$ cat src/rtl/sr_ff_pkg.sv
`default_nettype none
// ============================================================================
//  Module      : sr_ff_pkg
//  Description : Shared definitions for the SR flip-flop stage and its
//                upstream command generator (sr_cmd_gen).
//                - sr_cmd_e   : {s,r} command code as seen by the flop
//                - sr_state_e : sr_cmd_gen state machine encoding
//                - PRIO_*     : values accepted by SET_PRIORITY
//  Ports       : none (package)
//  Revision    : 1.0  initial release
// ============================================================================
package sr_ff_pkg;

  // Command code on the flop inputs, packed as {s, r}.
  typedef enum logic [1:0] {
    HOLD    = 2'b00,
    RESET   = 2'b01,
    SET     = 2'b10,
    INVALID = 2'b11
  } sr_cmd_e;

  // Command generator state machine encoding.
  typedef enum logic [1:0] {
    ST_IDLE      = 2'd0,
    ST_PULSE_SET = 2'd1,
    ST_PULSE_CLR = 2'd2,
    ST_GAP       = 2'd3
  } sr_state_e;

  // Arbitration winner when set and clear are pending together.
  localparam bit PRIO_CLR = 1'b0;
  localparam bit PRIO_SET = 1'b1;

  // Map an {s, r} pair onto the flop command code.
  function automatic sr_cmd_e sr_cmd_of(input logic s, input logic r);
    return sr_cmd_e'({s, r});
  endfunction

endpackage : sr_ff_pkg
`default_nettype wire

$ cat src/rtl/sr_cmd_gen_if.sv
`default_nettype none
// ============================================================================
//  Module      : sr_cmd_gen_if
//  Description : Request/command bundle between the request source and the
//                SR command generator.
//  Signals     : set_req  raw set request (asynchronous to clk)
//                clr_req  raw clear request (asynchronous to clk)
//                s        set command to the flop
//                r        reset command to the flop
//                busy     pulse or gap cycle in progress
//                conflict simultaneous requests were arbitrated
//  Modports    : master - request source / command consumer side
//                slave  - sr_cmd_gen side
//  Revision    : 1.0  initial release
// ============================================================================
interface sr_cmd_gen_if;

  logic set_req;
  logic clr_req;
  logic s;
  logic r;
  logic busy;
  logic conflict;

  modport master (
    output set_req,
    output clr_req,
    input  s,
    input  r,
    input  busy,
    input  conflict
  );

  modport slave (
    input  set_req,
    input  clr_req,
    output s,
    output r,
    output busy,
    output conflict
  );

endinterface : sr_cmd_gen_if
`default_nettype wire

$ cat src/rtl/sr_debounce.sv
`default_nettype none
// ============================================================================
//  Module      : sr_debounce
//  Description : One request line: 2-flop synchroniser, level debouncer and
//                rising-edge detector on the accepted level.
//  Parameters  : DEBOUNCE_CYCLES  cycles a new level must persist (1..255)
//  Ports       : clk   system clock
//                rst   asynchronous active-high reset
//                din   raw asynchronous input
//                rise  one-cycle strobe, high on the edge where the
//                      accepted level toggles 0->1
//  Revision    : 1.0  initial release
// ============================================================================
module sr_debounce #(
  parameter int DEBOUNCE_CYCLES = 4
) (
  input  logic clk,
  input  logic rst,
  input  logic din,
  output logic rise
);

  localparam int              CNT_W    = $clog2(DEBOUNCE_CYCLES + 1);
  localparam logic [CNT_W-1:0] CNT_LAST = CNT_W'(DEBOUNCE_CYCLES - 1);

  logic [1:0]       sync;
  logic             lvl;
  logic [CNT_W-1:0] cnt;
  logic             differs;
  logic             accept;

  assign differs = sync[1] ^ lvl;

  // The edge that would bring the count to DEBOUNCE_CYCLES is the accepting
  // edge itself, so lvl toggles there and the counter never exceeds
  // DEBOUNCE_CYCLES-1 (no wrap possible).
  assign accept = differs && (cnt == CNT_LAST);

  // Combinational so the pending flag downstream registers on the same edge
  // that lvl toggles.
  assign rise = accept && !lvl;

  always_ff @(posedge clk or posedge rst) begin
    if (rst) begin
      sync <= 2'b00;
      lvl  <= 1'b0;
      cnt  <= '0;
    end else begin
      sync <= {sync[0], din};
      if (!differs) begin
        cnt <= '0;
      end else if (accept) begin
        cnt <= '0;
        lvl <= ~lvl;
      end else begin
        cnt <= cnt + 1'b1;
      end
    end
  end

endmodule : sr_debounce
`default_nettype wire

$ cat src/rtl/sr_cmd_gen.sv
`default_nettype none
// ============================================================================
//  Module      : sr_cmd_gen
//  Description : Turns two raw, bouncy request lines into clean, mutually
//                exclusive set/reset command pulses for an SR flop. Never
//                produces the s=r=1 code.
//  Parameters  : DEBOUNCE_CYCLES  debounce length in cycles (1..255)
//                PULSE_CYCLES     width of each command pulse (1..15)
//                SET_PRIORITY     PRIO_CLR: clear wins, PRIO_SET: set wins
//  Ports       : clk  system clock
//                rst  asynchronous active-high reset
//                bus  sr_cmd_gen_if.slave
//                     (set_req, clr_req in; s, r, busy, conflict out)
//  Revision    : 1.0  initial release
// ============================================================================
module sr_cmd_gen
  import sr_ff_pkg::*;
#(
  parameter int DEBOUNCE_CYCLES = 4,
  parameter int PULSE_CYCLES    = 1,
  parameter bit SET_PRIORITY    = PRIO_CLR
) (
  input  logic         clk,
  input  logic         rst,
  sr_cmd_gen_if.slave  bus
);

  localparam logic [1:0] IDLE      = ST_IDLE;
  localparam logic [1:0] PULSE_SET = ST_PULSE_SET;
  localparam logic [1:0] PULSE_CLR = ST_PULSE_CLR;
  localparam logic [1:0] GAP       = ST_GAP;

  localparam logic [3:0] PULSE_LAST = 4'(PULSE_CYCLES - 1);

  logic       set_rise;
  logic       clr_rise;

  logic [1:0] state;
  logic [1:0] state_nx;
  logic [3:0] pcnt;
  logic [3:0] pcnt_nx;
  logic       conflict_nx;

  logic       pend_set;
  logic       pend_clr;

  logic       s_q;
  logic       r_q;
  logic       busy_q;
  logic       conflict_q;

  // --------------------------------------------------------------------------
  // Per-line synchroniser + debouncer + rising-edge detector
  // --------------------------------------------------------------------------
  sr_debounce #(
    .DEBOUNCE_CYCLES (DEBOUNCE_CYCLES)
  ) u_set_db (
    .clk  (clk),
    .rst  (rst),
    .din  (bus.set_req),
    .rise (set_rise)
  );

  sr_debounce #(
    .DEBOUNCE_CYCLES (DEBOUNCE_CYCLES)
  ) u_clr_db (
    .clk  (clk),
    .rst  (rst),
    .din  (bus.clr_req),
    .rise (clr_rise)
  );

  // --------------------------------------------------------------------------
  // Next-state logic
  // --------------------------------------------------------------------------
  always_comb begin
    state_nx    = state;
    pcnt_nx     = pcnt;
    conflict_nx = 1'b0;
    case (state)
      IDLE: begin
        pcnt_nx = '0;
        if (pend_set && pend_clr) begin
          conflict_nx = 1'b1;
          state_nx    = (SET_PRIORITY == PRIO_SET) ? PULSE_SET : PULSE_CLR;
        end else if (pend_set) begin
          state_nx = PULSE_SET;
        end else if (pend_clr) begin
          state_nx = PULSE_CLR;
        end
      end
      PULSE_SET, PULSE_CLR: begin
        if (pcnt == PULSE_LAST) begin
          state_nx = GAP;
          pcnt_nx  = '0;
        end else begin
          pcnt_nx = pcnt + 4'd1;
        end
      end
      GAP: begin
        state_nx = IDLE;
      end
      default: begin
        state_nx = IDLE;
        pcnt_nx  = '0;
      end
    endcase
  end

  // --------------------------------------------------------------------------
  // State, pending flags and registered outputs
  // --------------------------------------------------------------------------
  always_ff @(posedge clk or posedge rst) begin
    if (rst) begin
      state      <= IDLE;
      pcnt       <= '0;
      pend_set   <= 1'b0;
      pend_clr   <= 1'b0;
      s_q        <= 1'b0;
      r_q        <= 1'b0;
      busy_q     <= 1'b0;
      conflict_q <= 1'b0;
    end else begin
      state      <= state_nx;
      pcnt       <= pcnt_nx;
      // Every pending flag seen in IDLE is consumed: issued if it wins,
      // dropped if it loses arbitration. A new edge on the same cycle
      // re-arms the flag so it is not lost.
      pend_set   <= (pend_set && (state != IDLE)) || set_rise;
      pend_clr   <= (pend_clr && (state != IDLE)) || clr_rise;
      // Outputs decoded from the next state so they line up with the state
      // register instead of trailing it by a cycle.
      s_q        <= (state_nx == PULSE_SET);
      r_q        <= (state_nx == PULSE_CLR);
      busy_q     <= (state_nx != IDLE);
      conflict_q <= conflict_nx;
    end
  end

  assign bus.s        = s_q;
  assign bus.r        = r_q;
  assign bus.busy     = busy_q;
  assign bus.conflict = conflict_q;

endmodule : sr_cmd_gen
`default_nettype wire

$ cat src/flat_wrapper.sv
// flat-port wrapper written by rule: the top's interface ports become plain ports
module sr_cmd_gen_flat import sr_ff_pkg::*;
#(
  parameter int DEBOUNCE_CYCLES = 4,
  parameter int PULSE_CYCLES    = 1,
  parameter bit SET_PRIORITY    = PRIO_CLR
)
  (clk, rst, bus_set_req, bus_clr_req, bus_s, bus_r, bus_busy, bus_conflict);
  sr_cmd_gen_if bus_i ();
  input  logic clk;
  input  logic rst;
  input wire logic [$bits(bus_i.set_req)-1:0] bus_set_req;
  input wire logic [$bits(bus_i.clr_req)-1:0] bus_clr_req;
  output wire logic [$bits(bus_i.s)-1:0] bus_s;
  output wire logic [$bits(bus_i.r)-1:0] bus_r;
  output wire logic [$bits(bus_i.busy)-1:0] bus_busy;
  output wire logic [$bits(bus_i.conflict)-1:0] bus_conflict;
  assign bus_i.set_req = bus_set_req;
  assign bus_i.clr_req = bus_clr_req;
  assign bus_s = bus_i.s;
  assign bus_r = bus_i.r;
  assign bus_busy = bus_i.busy;
  assign bus_conflict = bus_i.conflict;
  sr_cmd_gen #(.DEBOUNCE_CYCLES(DEBOUNCE_CYCLES), .PULSE_CYCLES(PULSE_CYCLES), .SET_PRIORITY(SET_PRIORITY)) u_core (.clk(clk), .rst(rst), .bus(bus_i));
endmodule
$ cat config.mk
export PLATFORM = sky130hd
export DESIGN_NAME = sr_cmd_gen_flat
export DESIGN_NICKNAME = d
export VERILOG_FILES = /design/src/rtl/sr_ff_pkg.sv /design/src/rtl/sr_cmd_gen_if.sv /design/src/rtl/sr_debounce.sv /design/src/rtl/sr_cmd_gen.sv /design/src/flat_wrapper.sv
export SDC_FILE = /design/constraint.sdc
export NUM_CORES = 1
export LEC_CHECK = 0
export CORE_ASPECT_RATIO = 0.6
export CORE_MARGIN = 2
export CORE_UTILIZATION = 35
export DETAILED_ROUTE_END_ITERATION = 10
export DONT_BUFFER_PORTS = 1
export PLACE_DENSITY_LB_ADDON = 0.1
export SLEW_MARGIN = 0
export SYNTH_ARGS = -nofsm -noshare
export SYNTH_HDL_FRONTEND = slang
export SYNTH_SLANG_ARGS = --single-unit
$ cat constraint.sdc
create_clock -name clk -period 2 [get_ports clk]
set_clock_uncertainty 0.15 [all_clocks]
set_input_delay 0.4 -clock clk [delete_from_list [all_inputs] [get_ports clk]]
set_output_delay 0.4 -clock clk [all_outputs]
set_load 0.01 [all_outputs]
==> flow_summary.json <==
{
  "cts_tree": "done",
  "initial_core_util": 0.359,
  "clockBufferDepth": 2,
  "critPathBufInv": 1,
  "endpoint_kind": "register",
  "detail-route-antenna-nets": 0,
  "final.setup.worst_slack_ns": 0.203,
  "fp-row-count": 15,
  "cp.required_ns": 2.06,
  "rr_startpoint": "u_core.state[1]",
  "crit_path_start": "u_core.state[1]",
  "synth.avg_cell_area_um2": 12.0,
  "cts_hold_buf": 3,
  "synth_top_area_cell": "dfrtp_1",
  "multi_input_area_um2": 380,
  "routabilityCongestion": 0.672,
  "slowest_delay_ns": 0.40,
  "setup_viol": 0,
  "path_cells": "inv_1 -> ha_1 -> nor2b_1 -> a32oi_1 -> and3_1",
  "clockPowerShare": 0.209,
  "comb_power_share": 0.345,
  "synth-edff-count": 0,
  "highest_layer": "met4",
  "syn-num-nets": 94,
  "portBuffers": 0,
  "fillCellCount": 286,
  "met2_length_um": 594,
  "synthTopCellsByArea": "dfrtp_1 59%, ha_1 7.4%, nor3b_1 4.5%",
  "max_freq_mhz": 556,
  "rrSetupSlack_ns": 0.20,
  "first_global_vias": 583,
  "cts_inserted_buffers": 3,
  "areaGrowthSynthToFinish_pct": 13.4,
  "r2r_cells": 5,
  "ir_drop_mv": 0.829,
  "design.die.area_um2": 3350,
  "critPathLaunchType": "register",
  "grt_max_degree": 25,
  "final_hold_viol_count": 0,
  "layout-drive-gt1-share": 0.0978,
  "dr.pass1.iters": 4,
  "grt_pass1_wl_um": 2770,
  "synth.distinct_cells": 25,
  "grt-ovfl-total": 0,
  "switching_share": 0.333,
  "hp-class": "register to register",
  "crit_path_max_fanout": 8,
  "htreeDepth": 1,
  "maxCapViolations": 0,
  "p_int_mw": 1.03,
  "cp_slowest_cell": "dfrtp_1",
  "cp.depth": 5,
  "rr_endpoint": "u_core.bus.r",
  "drcViolationCount": 0,
  "wirelength_um": 1550,
  "yosysTopAreaCellShare": 0.594,
  "ys_seq_area_frac": 0.594,
  "synthArstFlopShare": 1.00,
  "wl_per_cell_um": 12.3,
  "outcome": "finished, final reports clean",
  "dp_hpwl_um": 1070,
  "ys_warn_count": 0,
  "hold_slack_ns": 0.204,
  "ys_ff_latch": 24,
  "antenna_cells": 0,
  "core_um2": 2820,
  "power_switching_uw": 514,
  "cts_num_sinks": 24,
  "grt_antenna_before_repair": 0,
  "yosysMostFrequentCell": "dfrtp_1",
  "avgViaCountPerCell": 4.82,
  "grt_setup_unrepaired": "false",
  "die_y_um": 45.6,
  "clk_latency_ns": 0.26,
  "regArea_um2": 601,
  "die_width_um": 73.4,
  "cts_resized": 0,
  "ios": 8,
  "endpoint": "u_core.bus.r",
  "place_ws_ns": 0.232,
  "worstPathArrival_ns": 1.85,
  "cts_root_buffer": "clkbuf_8",
  "vias": 607,
  "slew_viol_final": 0,
  "powerDensity_nw_per_um2": 1350,
  "final_nets": 103,
  "synthCells": 84,
  "setup_tns_ns": 0,
  "grt_use_total": 0.116,
  "synth_flop_cell": "dfrtp_1",
  "fin_crit_ns": 1.80,
  "dr.first_iter.drc_count": 12,
  "synth_commonest_cells": "24 x dfrtp_1, 8 x inv_1, 6 x ha_1, 6 x nand2_1, 6 x nor3b_1",
  "wl_met1_um": 876,
  "synth_area_um2": 1010,
  "fin_crit_sh": 0.899,
  "dr_wl_met3_um": 66,
  "post_cts_buffers": 0,
  "slew_headroom": 0.714,
  "worst_pin_slew_ns": 0.429,
  "path_clk_slew_ns": 0.08,
  "power_leakage_nw": 0.532,
  "critical_path_class": "register to register",
  "seq_power_share": 0.447,
  "critPathTopFamily": "flip-flops"
}
-- worst min-delay path by stage --
stage | to | slack, ns | cells after the start | startpoint
final | u_core.u_clr_db.sync[1] | 0.20 | 0 | u_core.u_clr_db.sync[0]
after global routing | u_core.u_clr_db.sync[1] | 0.21 | 0 | u_core.u_clr_db.sync[0]
after CTS | u_core.u_clr_db.sync[1] | 0.21 | 0 | u_core.u_clr_db.sync[0]
after detailed placement | u_core.u_clr_db.sync[1] | 0.19 | 0 | u_core.u_clr_db.sync[0]
after global placement | u_core.u_clr_db.sync[1] | 0.18 | 0 | u_core.u_clr_db.sync[0]
after floorplan | u_core.u_clr_db.sync[1] | 0.18 | 0 | u_core.u_clr_db.sync[0]
-- power by group through the flow --
stage	clock network [mW]	registers (mW)	logic, mW
after CTS	0.339	0.691	0.540
after global placement	0	0.697	0.529
after detailed placement	0	0.699	0.531
after floorplan	0	0.679	0.440
after global routing	0.365	0.708	0.621
final	0.322	0.689	0.532
-- routing by layer --
metal | vias to the layer above | track usage
met3 | 2 | 0.0553
met2 | 8 | 0.160
li1 | 309 | -
met5 | - | 0
met1 | 288 | 0.162
met4 | 0 | 0.0327
-- kinds of logic after synthesis --
| group | share of synthesized area |
|---|---|
| AND/OR/NAND/NOR | 0.191 |
| flip-flops | 0.594 |
| AO/OA/AOI/OAI | 0.0718 |
| buffers and inverters | 0.0297 |
| adder cells (fa/ha/maj) | 0.0743 |
| XOR/XNOR | 0.0173 |
| multiplexers | 0.0223 |
-- area by class of cell --
cell class / instances / share of cell area
Clock buffer: 4 / 0.0480
Timing Repair Buffer: 4 / 0.0328
Inverter: 8 / 0.0262
Multi-Input combinational cell: 52 / 0.332
Tap cell: 34 / 0.0371
Sequential cell: 24 / 0.524
-- sequential cells by signal (all words and copies together), names as in the netlist, 2 cells and up --
name and flops:
u_core.pcnt 4, u_core.state 2, u_core.u_clr_db.cnt 3, u_core.u_clr_db.sync 2
u_core.u_set_db.cnt 3, u_core.u_set_db.sync 2
-- cells in the final DEF (no fill, tap or decap) --
master / n
ha_1: 6
nand4_1: 1
nand2b_1: 1
nand2_1: 6
dfrtp_1: 24
buf_4: 1
a32oi_1: 2
nor3b_1: 6
a21oi_1: 1
a21o_1: 1
o31ai_1: 1
dlygate4sd3_1: 3
and3_1: 1
nand3_1: 3
nor3b_2: 1
nor2b_1: 4
a32o_1: 1
and3_2: 1
nor4b_1: 1
mux2_2: 2
o21ai_0: 5
or2_0: 1
xnor2_1: 2
nand3b_1: 2
nor3_1: 2
inv_1: 8
clkbuf_8: 4
or2_1: 1
-- stage by stage --
stage          cells  instance area, µm²   util  total power [mW]
2_1_floorplan     84                1010      -              1.12
3_3_place_gp     119                1060  0.377              1.23
3_5_place_dp     119                1060  0.377              1.23
4_1_cts          126                1150  0.407              1.57
5_1_grt          126                1150  0.407              1.69
6_report         126                1150  0.407              1.54
(Power assumes the default switching activity.)
